<file path="config.mk">
export PLATFORM = sky130hd
export DESIGN_NAME = fft_axi_master
export DESIGN_NICKNAME = d
export VERILOG_FILES = /design/src/rtl/fft_axi_master.sv
export SDC_FILE = /design/constraint.sdc
export NUM_CORES = 1
export LEC_CHECK = 0
export ABC_CLOCK_PERIOD_IN_PS = 3800
export BUFFER_PORTS_ARGS = -buffer_cell sky130_fd_sc_hd__buf_2
export CORE_MARGIN = 2
export CORE_UTILIZATION = 45
export CTS_BUF_LIST = sky130_fd_sc_hd__clkbuf_16
export DETAILED_ROUTE_END_ITERATION = 12
export GPL_TIMING_DRIVEN = 0
export MAX_ROUTING_LAYER = met4
export PLACE_DENSITY_LB_ADDON = 0.08
export SETUP_SLACK_MARGIN = 0.05
export SLEW_MARGIN = 20
export SYNTH_ARGS = -nofsm -noshare
export SYNTH_HDL_FRONTEND = slang
export SYNTH_SLANG_ARGS = --single-unit
</file>
<file path="constraint.sdc">
create_clock -name i_clk -period 3.8 [get_ports i_clk]
set_input_delay 0.76 -clock i_clk [delete_from_list [all_inputs] [get_ports i_clk]]
set_output_delay 0.76 -clock i_clk [all_outputs]
set_load 0.02 [all_outputs]
</file>
<file path="src/rtl/fft_axi_master.sv">
// Initiator side of the FFT AXI bridge: streams N samples into the write channel, waits for
// the FFT core, then drains N results through a 2-entry buffer into the local sink.
module fft_axi_master #(
    parameter int unsigned DATA_W  = 16,
    parameter int unsigned RES_W   = 32,
    parameter int unsigned CNT_W   = 12,
    parameter int unsigned TIMEOUT = 65535
) (
    input  logic              i_clk,
    input  logic              i_rst,
    input  logic              i_start,
    input  logic [CNT_W-1:0]  i_samples_number,
    input  logic [DATA_W-1:0] i_src_data,
    input  logic              i_src_valid,
    output logic              o_src_ready,
    output logic [DATA_W-1:0] o_AWDATA,
    output logic              o_AWVALID,
    input  logic              i_AWREADY,
    input  logic [1:0]        i_AWBURST,
    input  logic              i_CALC_END,
    input  logic [RES_W-1:0]  i_ARDATA,
    input  logic              i_ARVALID,
    output logic              o_ARREADY,
    input  logic [1:0]        i_ARBURST,
    output logic [CNT_W-1:0]  o_SAMPLES_NUMBER,
    output logic [RES_W-1:0]  o_res_data,
    output logic              o_res_valid,
    input  logic              i_res_ready,
    output logic              o_busy,
    output logic              o_done,
    output logic              o_error
);

    typedef enum logic [2:0] {
        IDLE,
        WRITE,
        WAIT_CALC,
        READ,
        DONE,
        ERROR
    } state_t;

    state_t             state_q;
    logic [CNT_W-1:0]   n_q;
    logic [CNT_W:0]     fetch_q;
    logic [CNT_W:0]     wr_q;
    logic [CNT_W:0]     rd_q;
    logic [CNT_W:0]     out_q;
    logic [31:0]        tmo_q;
    logic               aw_valid_q;
    logic [DATA_W-1:0]  aw_data_q;
    logic               ar_ready_q;
    logic               done_q;
    logic               error_q;
    logic [RES_W-1:0]   fifo_q [2];
    logic               wptr_q;
    logic               rptr_q;
    logic [1:0]         count_q;

    logic [CNT_W:0]     n_ext;
    logic               aw_err;
    logic               ar_err;
    logic               src_ready;
    logic               src_fire;
    logic               aw_fire;
    logic               res_valid;
    logic               push;
    logic               pop;
    logic [1:0]         count_d;
    logic [CNT_W:0]     rd_d;
    logic               ar_ready_d;

    // Counters are one bit wider than N so a full-scale block ends without wrapping.
    always_comb begin
        n_ext     = {1'b0, n_q};
        aw_err    = (state_q == WRITE) && (i_AWBURST == 2'b11);
        ar_err    = (state_q == READ) && (i_ARBURST == 2'b11);
        src_ready = (state_q == WRITE) && !aw_err && (!aw_valid_q || i_AWREADY) && (fetch_q < n_ext);
        src_fire  = src_ready && i_src_valid;
        aw_fire   = (state_q == WRITE) && aw_valid_q && i_AWREADY;
        res_valid = (count_q != 2'd0);
        push      = (state_q == READ) && !ar_err && ar_ready_q && i_ARVALID;
        pop       = (state_q == READ) && !ar_err && res_valid && i_res_ready;
        count_d   = count_q;
        case ({push, pop})
            2'b10:   count_d = count_q + 2'd1;
            2'b01:   count_d = count_q - 2'd1;
            default: count_d = count_q;
        endcase
        rd_d       = push ? (rd_q + 1'b1) : rd_q;
        ar_ready_d = (count_d != 2'd2) && (rd_d < n_ext);
    end

    always_ff @(posedge i_clk) begin
        if (i_rst) begin
            state_q    <= IDLE;
            n_q        <= '0;
            fetch_q    <= '0;
            wr_q       <= '0;
            rd_q       <= '0;
            out_q      <= '0;
            tmo_q      <= '0;
            aw_valid_q <= 1'b0;
            aw_data_q  <= '0;
            ar_ready_q <= 1'b0;
            done_q     <= 1'b0;
            error_q    <= 1'b0;
            fifo_q[0]  <= '0;
            fifo_q[1]  <= '0;
            wptr_q     <= 1'b0;
            rptr_q     <= 1'b0;
            count_q    <= 2'd0;
        end else begin
            done_q <= 1'b0;
            case (state_q)
                IDLE: begin
                    if (i_start) begin
                        if (i_samples_number != '0) begin
                            n_q     <= i_samples_number;
                            error_q <= 1'b0;
                            fetch_q <= '0;
                            wr_q    <= '0;
                            rd_q    <= '0;
                            out_q   <= '0;
                            tmo_q   <= '0;
                            state_q <= WRITE;
                        end else begin
                            error_q <= 1'b1;
                        end
                    end
                end
                WRITE: begin
                    if (aw_err) begin
                        aw_valid_q <= 1'b0;
                        error_q    <= 1'b1;
                        state_q    <= ERROR;
                    end else begin
                        if (src_fire) begin
                            aw_data_q  <= i_src_data;
                            aw_valid_q <= 1'b1;
                            fetch_q    <= fetch_q + 1'b1;
                        end else if (aw_fire) begin
                            aw_valid_q <= 1'b0;
                        end
                        if (aw_fire) begin
                            wr_q <= wr_q + 1'b1;
                            if ((wr_q + 1'b1) == n_ext) begin
                                tmo_q   <= '0;
                                state_q <= WAIT_CALC;
                            end
                        end
                    end
                end
                WAIT_CALC: begin
                    if (i_CALC_END) begin
                        ar_ready_q <= 1'b1;
                        state_q    <= READ;
                    end else if ((TIMEOUT != 0) && (tmo_q == TIMEOUT - 1)) begin
                        error_q <= 1'b1;
                        state_q <= ERROR;
                    end else begin
                        tmo_q <= tmo_q + 32'd1;
                    end
                end
                READ: begin
                    if (ar_err) begin
                        ar_ready_q <= 1'b0;
                        count_q    <= 2'd0;
                        wptr_q     <= 1'b0;
                        rptr_q     <= 1'b0;
                        error_q    <= 1'b1;
                        state_q    <= ERROR;
                    end else begin
                        if (push) begin
                            fifo_q[wptr_q] <= i_ARDATA;
                            wptr_q         <= ~wptr_q;
                        end
                        if (pop) begin
                            rptr_q <= ~rptr_q;
                            out_q  <= out_q + 1'b1;
                        end
                        count_q    <= count_d;
                        rd_q       <= rd_d;
                        ar_ready_q <= ar_ready_d;
                        // The last delivered result also empties the buffer.
                        if (pop && ((out_q + 1'b1) == n_ext)) begin
                            ar_ready_q <= 1'b0;
                            done_q     <= 1'b1;
                            state_q    <= DONE;
                        end
                    end
                end
                DONE:    state_q <= IDLE;
                ERROR:   state_q <= IDLE;
                default: state_q <= IDLE;
            endcase
        end
    end

    assign o_src_ready      = src_ready;
    assign o_AWDATA         = aw_data_q;
    assign o_AWVALID        = aw_valid_q;
    assign o_ARREADY        = ar_ready_q;
    assign o_SAMPLES_NUMBER = n_q;
    assign o_res_data       = fifo_q[rptr_q];
    assign o_res_valid      = res_valid;
    assign o_busy           = (state_q != IDLE);
    assign o_done           = done_q;
    assign o_error          = error_q;

endmodule

</file>
## Yosys cells after proc, flatten, opt, wreduce, memory -nomap -nowiden

Memories as Yosys holds them, arrays and structs flattened. A register that Yosys moved wholly into a read port is not among the register bits.
Index checks and enable logic that the tools add are counted.

| cells by class | value |
|---|---|
| $add $sub $neg | 7 |
| $lt $le $gt $ge | 2 |
| equality and inequality tests | 29 |
| muxes and demuxes | 65 |
| bitwise operators | 4 |
| reductions and logical operators | 46 |

Operators by type and width:

| operator | count |
|---|---|
| 2-to-1 mux 32 bit | 8 |
| 2-to-1 mux 13 bit | 10 |
| one-hot mux 13 bit (2 select lines) | 4 |
| one-hot mux 32 bit (3 select lines) | 1 |
| adder 13 x 1 -> 13 bit, second input constant | 4 |
| adder 32 x 1 -> 32 bit, second input constant | 1 |
| == test 32 x 16 -> 1 bit, second input constant | 1 |
| OR reduction 32 bit | 1 |
| 2-to-1 mux 1 bit | 28 |
| inequality test 2 bit, second input constant | 14 |
| 2-to-1 mux 3 bit | 9 |
| == test 13 x 12 -> 1 bit | 2 |
| < comparator 13 x 12 -> 1 bit | 2 |
| logical AND 1 bit | 15 |
| AND reduction 5 bit | 3 |
| one-hot mux 3 bit (4 select lines) | 1 |
| AND reduction 6 bit | 2 |
| nonzero test 12 bit | 1 |
| nonzero test 2 bit | 6 |
| nonzero test 3 bit | 3 |
| AND reduction 2 bit | 4 |
| AND reduction 8 bit | 1 |
| == test 2 bit, second input constant | 3 |
| == test 3 x 2 -> 1 bit, second input constant | 2 |
| other kinds (19) | 27 |

| storage, ports and cells | value |
|---|---|
| register bits after elaboration | 123 |
| memory bits (writable) | 64 |
| logic and storage cells | 169 |
| memories kept | 1 |

Memories:

| name | depth | bits a word | rd ports | clocked after Yosys merged registers in | wr ports | RTL line | text |
|---|---|---|---|---|---|---|---|
| fifo_q | 2 | 32 | 1 | 1 | 2 | 55 | `logic [RES_W-1:0] fifo_q [2];` |

## Longest topological paths before layout

| depth | value |
|---|---|
| depth after elaboration | 13 |
| gate-level depth with buffers | 17 |
| depth with buffers taken out | 15 |

## Worst setup path after synthesis

Ideal clock, no wire load.

| timing path | value |
|---|---|
| path type | input to register |
| from | input i_ARBURST[0] |
| to | memory fifo_q[0][0] (enable) |
| setup time | 0.466 ns |
| data arrival time | 3.587 ns |
| required time | 3.334 ns |
| slack | -0.253 ns |
| stages on the path | 5 |
| path buffers | 0 |
| cell sequence | nand2_1 nand2_1 nor2_2 inv_2 o21ai_0 |

RTL lines:

| item | RTL line | text |
|---|---|---|
| from (decl) | 24 | `input logic [1:0] i_ARBURST,` |
| to (decl) | 55 |  |

## Worst setup path in the final report

| timing path | value |
|---|---|
| from | register n_q[7], in the netlist o_SAMPLES_NUMBER[7] |
| to | output o_src_ready |

| on the way | value |
|---|---|
| word-level cells in the longest chain between the ends | 2 |

Ends and longest elaborated chain:

| item | RTL line | text |
|---|---|---|
| from (decl) | 44 | `logic [CNT_W-1:0] n_q;` |
| from (signal assigned) | 119 | `n_q <= i_samples_number;` |
| < comparator 13 x 12 -> 1 bit | 78 | `src_ready = (state_q == WRITE) && !aw_err && (!aw_valid_q \|\| i_AWREADY) && (fetch_q < n_ext);` |
| logical AND 1 bit | 78 |  |
| to (decl) | 15 | `output logic o_src_ready,` |

No other way between the ends.

==> impl_metrics.json <==
{
  "status": "completed",
  "synth_adder_area_share": 0.0353,
  "cp_max_fo": 7,
  "yosysTopAreaCell": "dfxtp_1",
  "drv_slew": 0,
  "arrival_ns": 2.75,
  "drc": 0,
  "drt-vias-per-instance": 5.64,
  "cts-hold-fix-buffers": 0,
  "rows": 55,
  "wirelength_um": 28400,
  "hold_viol_final": 0,
  "relSlewSlack": 0.466,
  "p_total_mw": 5.40,
  "hold_class": "reg2reg",
  "yosysTopAreaCellShare": 0.242,
  "core_mm2": 0.0225,
  "grt_max_degree": 23,
  "gp_congestion": 0.928,
  "cp.required_ns": 3.04,
  "drt_iter0_markers": 563,
  "r2r-end": "o_ARREADY",
  "synthesis.nets": 1251,
  "wl_per_cell_um": 17.7,
  "ys_top_cells_by_area": "dfxtp_1 24%, edfxtp_1 19%, nand2_1 5.5%, a21oi_1 5.0%, and2_1 4.1%",
  "min_to": "o_AWDATA[3]",
  "p_per_area_mw_per_mm2": 450,
  "netlist_area_mm2": 0.0103,
  "synth_mux_area_frac": 0.0391,
  "hold_start": "o_AWDATA[3]",
  "cts_buffers": 17,
  "final_cell_mix": "151 x buf_2, 150 x nand2_1, 124 x dfxtp_1",
  "yosys_register_bits": 188,
  "mostFrequentLayoutCell": "buf_2",
  "synthXorXnorAreaFrac": 0.0384,
  "postRouteAntennaNets": 0,
  "instances_no_fill": 1606,
  "clkTransAtPathRegs_ns": 0.08,
  "drt_first_pass_iters": 7,
  "antenna_found_initial": 0,
  "yosys.area_share.simple": 0.257,
  "track_usage": 0.244,
  "synth_compound_area_frac": 0.162,
  "num_antenna_cells": 0,
  "numClockSinks": 188,
  "cp_num_buf_inv": 2,
  "worstSetupPathType": "reg2out",
  "synth-main-ff-cell": "dfxtp_1",
  "vdd_drop_max_mv": 0.289,
  "fmax_mhz": 285,
  "worstSkewPairLatency_ns": 0.45,
  "maxCapViolations": 0,
  "critical_path.slowest_cell": "dfxtp_1",
  "leakagePower_nw": 4.58,
  "endpoint_kind": "primary output",
  "reg2reg_slack_ns": 0.35,
  "vias": 9056,
  "die_w_um": 155,
  "area_growth_pct": 16.9,
  "worstRegToRegCells": 16,
  "fin_crit_ns": 3.51,
  "synthArstFlopShare": 0,
  "min_path_cells": 2,
  "crit_cells": 7,
  "fin_skew_ns": 0.0140,
  "syn_inst": 1150,
  "start_util": 0.457,
  "dp_hpwl_um": 20800,
  "port_buffers": 137,
  "grt_pass1_vias": 8385,
  "fin_crit_sh": 0.925,
  "htree_levels": 4,
  "cts-root-buf": "clkbuf_16",
  "die_h_um": 155,
  "io_pins": 139,
  "overflow": 0,
  "synth_top_family_by_area": "simple AND/OR/NAND/NOR gates",
  "critPathTopFamily": "compound AO/OA/AOI/OAI gates",
  "rr_startpoint": "state_q[2]",
  "drive_gt1_frac": 0.198,
  "n_fill_cell": 2167,
  "tightest_slew_ns": 0.801,
  "start_kind": "register",
  "rsz0062_at_grt": "no",
  "ys_seq_area_frac": 0.429,
  "cts_tree": "done",
  "finalNetCount": 1409,
  "clockBufferDepth": 2,
  "yosys_warnings": 0,
  "synth.distinct_cells": 85,
  "synth_edf_count": 64,
  "cp_cell_sequence": "inv_1 -> ha_1 -> and3_1 -> a2111o_1 -> a21oi_4 -> o21a_1 -> buf_2",
  "die_area_mm2": 0.0241,
  "critPathMaxStageDelay_ns": 0.55,
  "grt_first_pass_wirelength_um": 44700,
  "syn_area_per_cell_um2": 8.94,
  "setup_viol": 0,
  "dp.cells": 1574
}
[cells in the mapped netlist (all sizes together) (4+ instances only)]
| cell | n |
|---|---|
| nor3 | 19 |
| xor2 | 18 |
| and4 | 7 |
| inv | 26 |
| a31oi | 29 |
| nor2b | 6 |
| or4 | 14 |
| or3 | 11 |
| and2 | 69 |
| mux2 | 33 |
| a211oi | 6 |
| clkbuf | 41 |
| nor2 | 71 |
| o21ai | 65 |
| nor4 | 25 |
| nand3 | 49 |
| edfxtp | 64 |
| nand2 | 153 |
| xnor2 | 27 |
| a21o | 8 |
| ha | 29 |
| dfxtp | 124 |
| nand4 | 24 |
| o31ai | 11 |
| a311oi | 11 |
| and3 | 18 |
| a21oi | 105 |
| nand3b | 8 |
| nand2b | 8 |
| buf | 24 |
| or2 | 4 |
[registers in the layout (all words and copies together), names as in the netlist, 2 cells and up, named ones only]
signal            count
fifo_q               64
tmo_q                32
count_q               2
o_AWDATA             16
rd_q                 13
wr_q                 13
fetch_q              13
out_q                13
state_q               3
o_SAMPLES_NUMBER     12
[worst max path at each step]
stage,start,endpoint
6_report,o_SAMPLES_NUMBER[7],o_src_ready
5_1_grt,state_q[2],o_ARREADY
4_1_cts,state_q[2],o_ARREADY
3_5_place_dp,i_ARBURST[0],o_ARREADY
3_3_place_gp,i_ARBURST[0],fifo_q[0][23]
2_1_floorplan,i_ARBURST[0],fifo_q[0][0]
[repair_timing]
| item | in CTS | in global routing |
|---|---|---|
| setup endpoints to repair | 0 | 1 |
| buffers inserted | 0 | 0 |
| resized for setup | 0 | 1 |
| hold endpoints to repair | 0 | 0 |
[tightest hold or removal path, delay by kind of cell (launching register included)]
kind,cells,cell delay (ns)
and+or+nand+nor,1,0.05
DFF,1,0.31
AOI/OAI and AO/OA,1,0.05
[report_power, final]
group,internal [mW],total (mW),switching [mW]
Combinational,0.431,1.28,0.852
Sequential,2.15,2.25,0.0992
Clock,0.909,1.87,0.957
Total,3.49,5.40,1.91
[stage by stage]
step | hold WS (ns) | utilization | worst slack, ns | cell area (um2) | setup TNS [ns]
finish | 0.454 | 0.534 | 0.285 | 12000 | 0
global placement | 0.440 | 0.503 | -0.649 | 11300 | -20.75
floorplan | 0.440 | - | 0.616 | 10300 | 0
detailed placement | 0.445 | 0.506 | 0.0905 | 11400 | 0
CTS | 0.456 | 0.534 | 0.224 | 12000 | 0
global route | 0.474 | 0.534 | 0.0819 | 12000 | 0
[cell type report]
| cell class | instances | area, um2 | share of cell area |
|---|---|---|---|
| Multi-Input combinational cell | 870 | 5500 | 0.457 |
| Sequential cell | 188 | 4400 | 0.367 |
| Timing Repair Buffer | 139 | 741 | 0.0616 |
| Clock buffer | 17 | 425 | 0.0354 |
| Tap cell | 285 | 357 | 0.0297 |
| Buffer | 65 | 297 | 0.0247 |
| Clock inverter | 15 | 194 | 0.0161 |
| Inverter | 27 | 103 | 0.00854 |
[layer usage]
layer / vias to the layer above / track usage / share of wire / routed length (um)
met3: 39 / 0.0390 / 0.045 / 1270
li1: 4510 / - / - / -
met4: 0 / 0.0670 / 0.019 / 526
met1: 4255 / 0.321 / 0.47 / 13300
met5: - / - / 0 / 0
met2: 252 / 0.391 / 0.47 / 13300
[kinds of logic (layout without fill, tap and decap cells)]
family | after synthesis | after routing
compound gates | 267 | 267
xor+xnor | 45 | 45
fa+ha+maj | 29 | 29
buf+inv | 92 | 263
flops | 188 | 188
mux | 36 | 36
simple gates | 493 | 493
No activity file was read; power rests on OpenSTA's default activity.
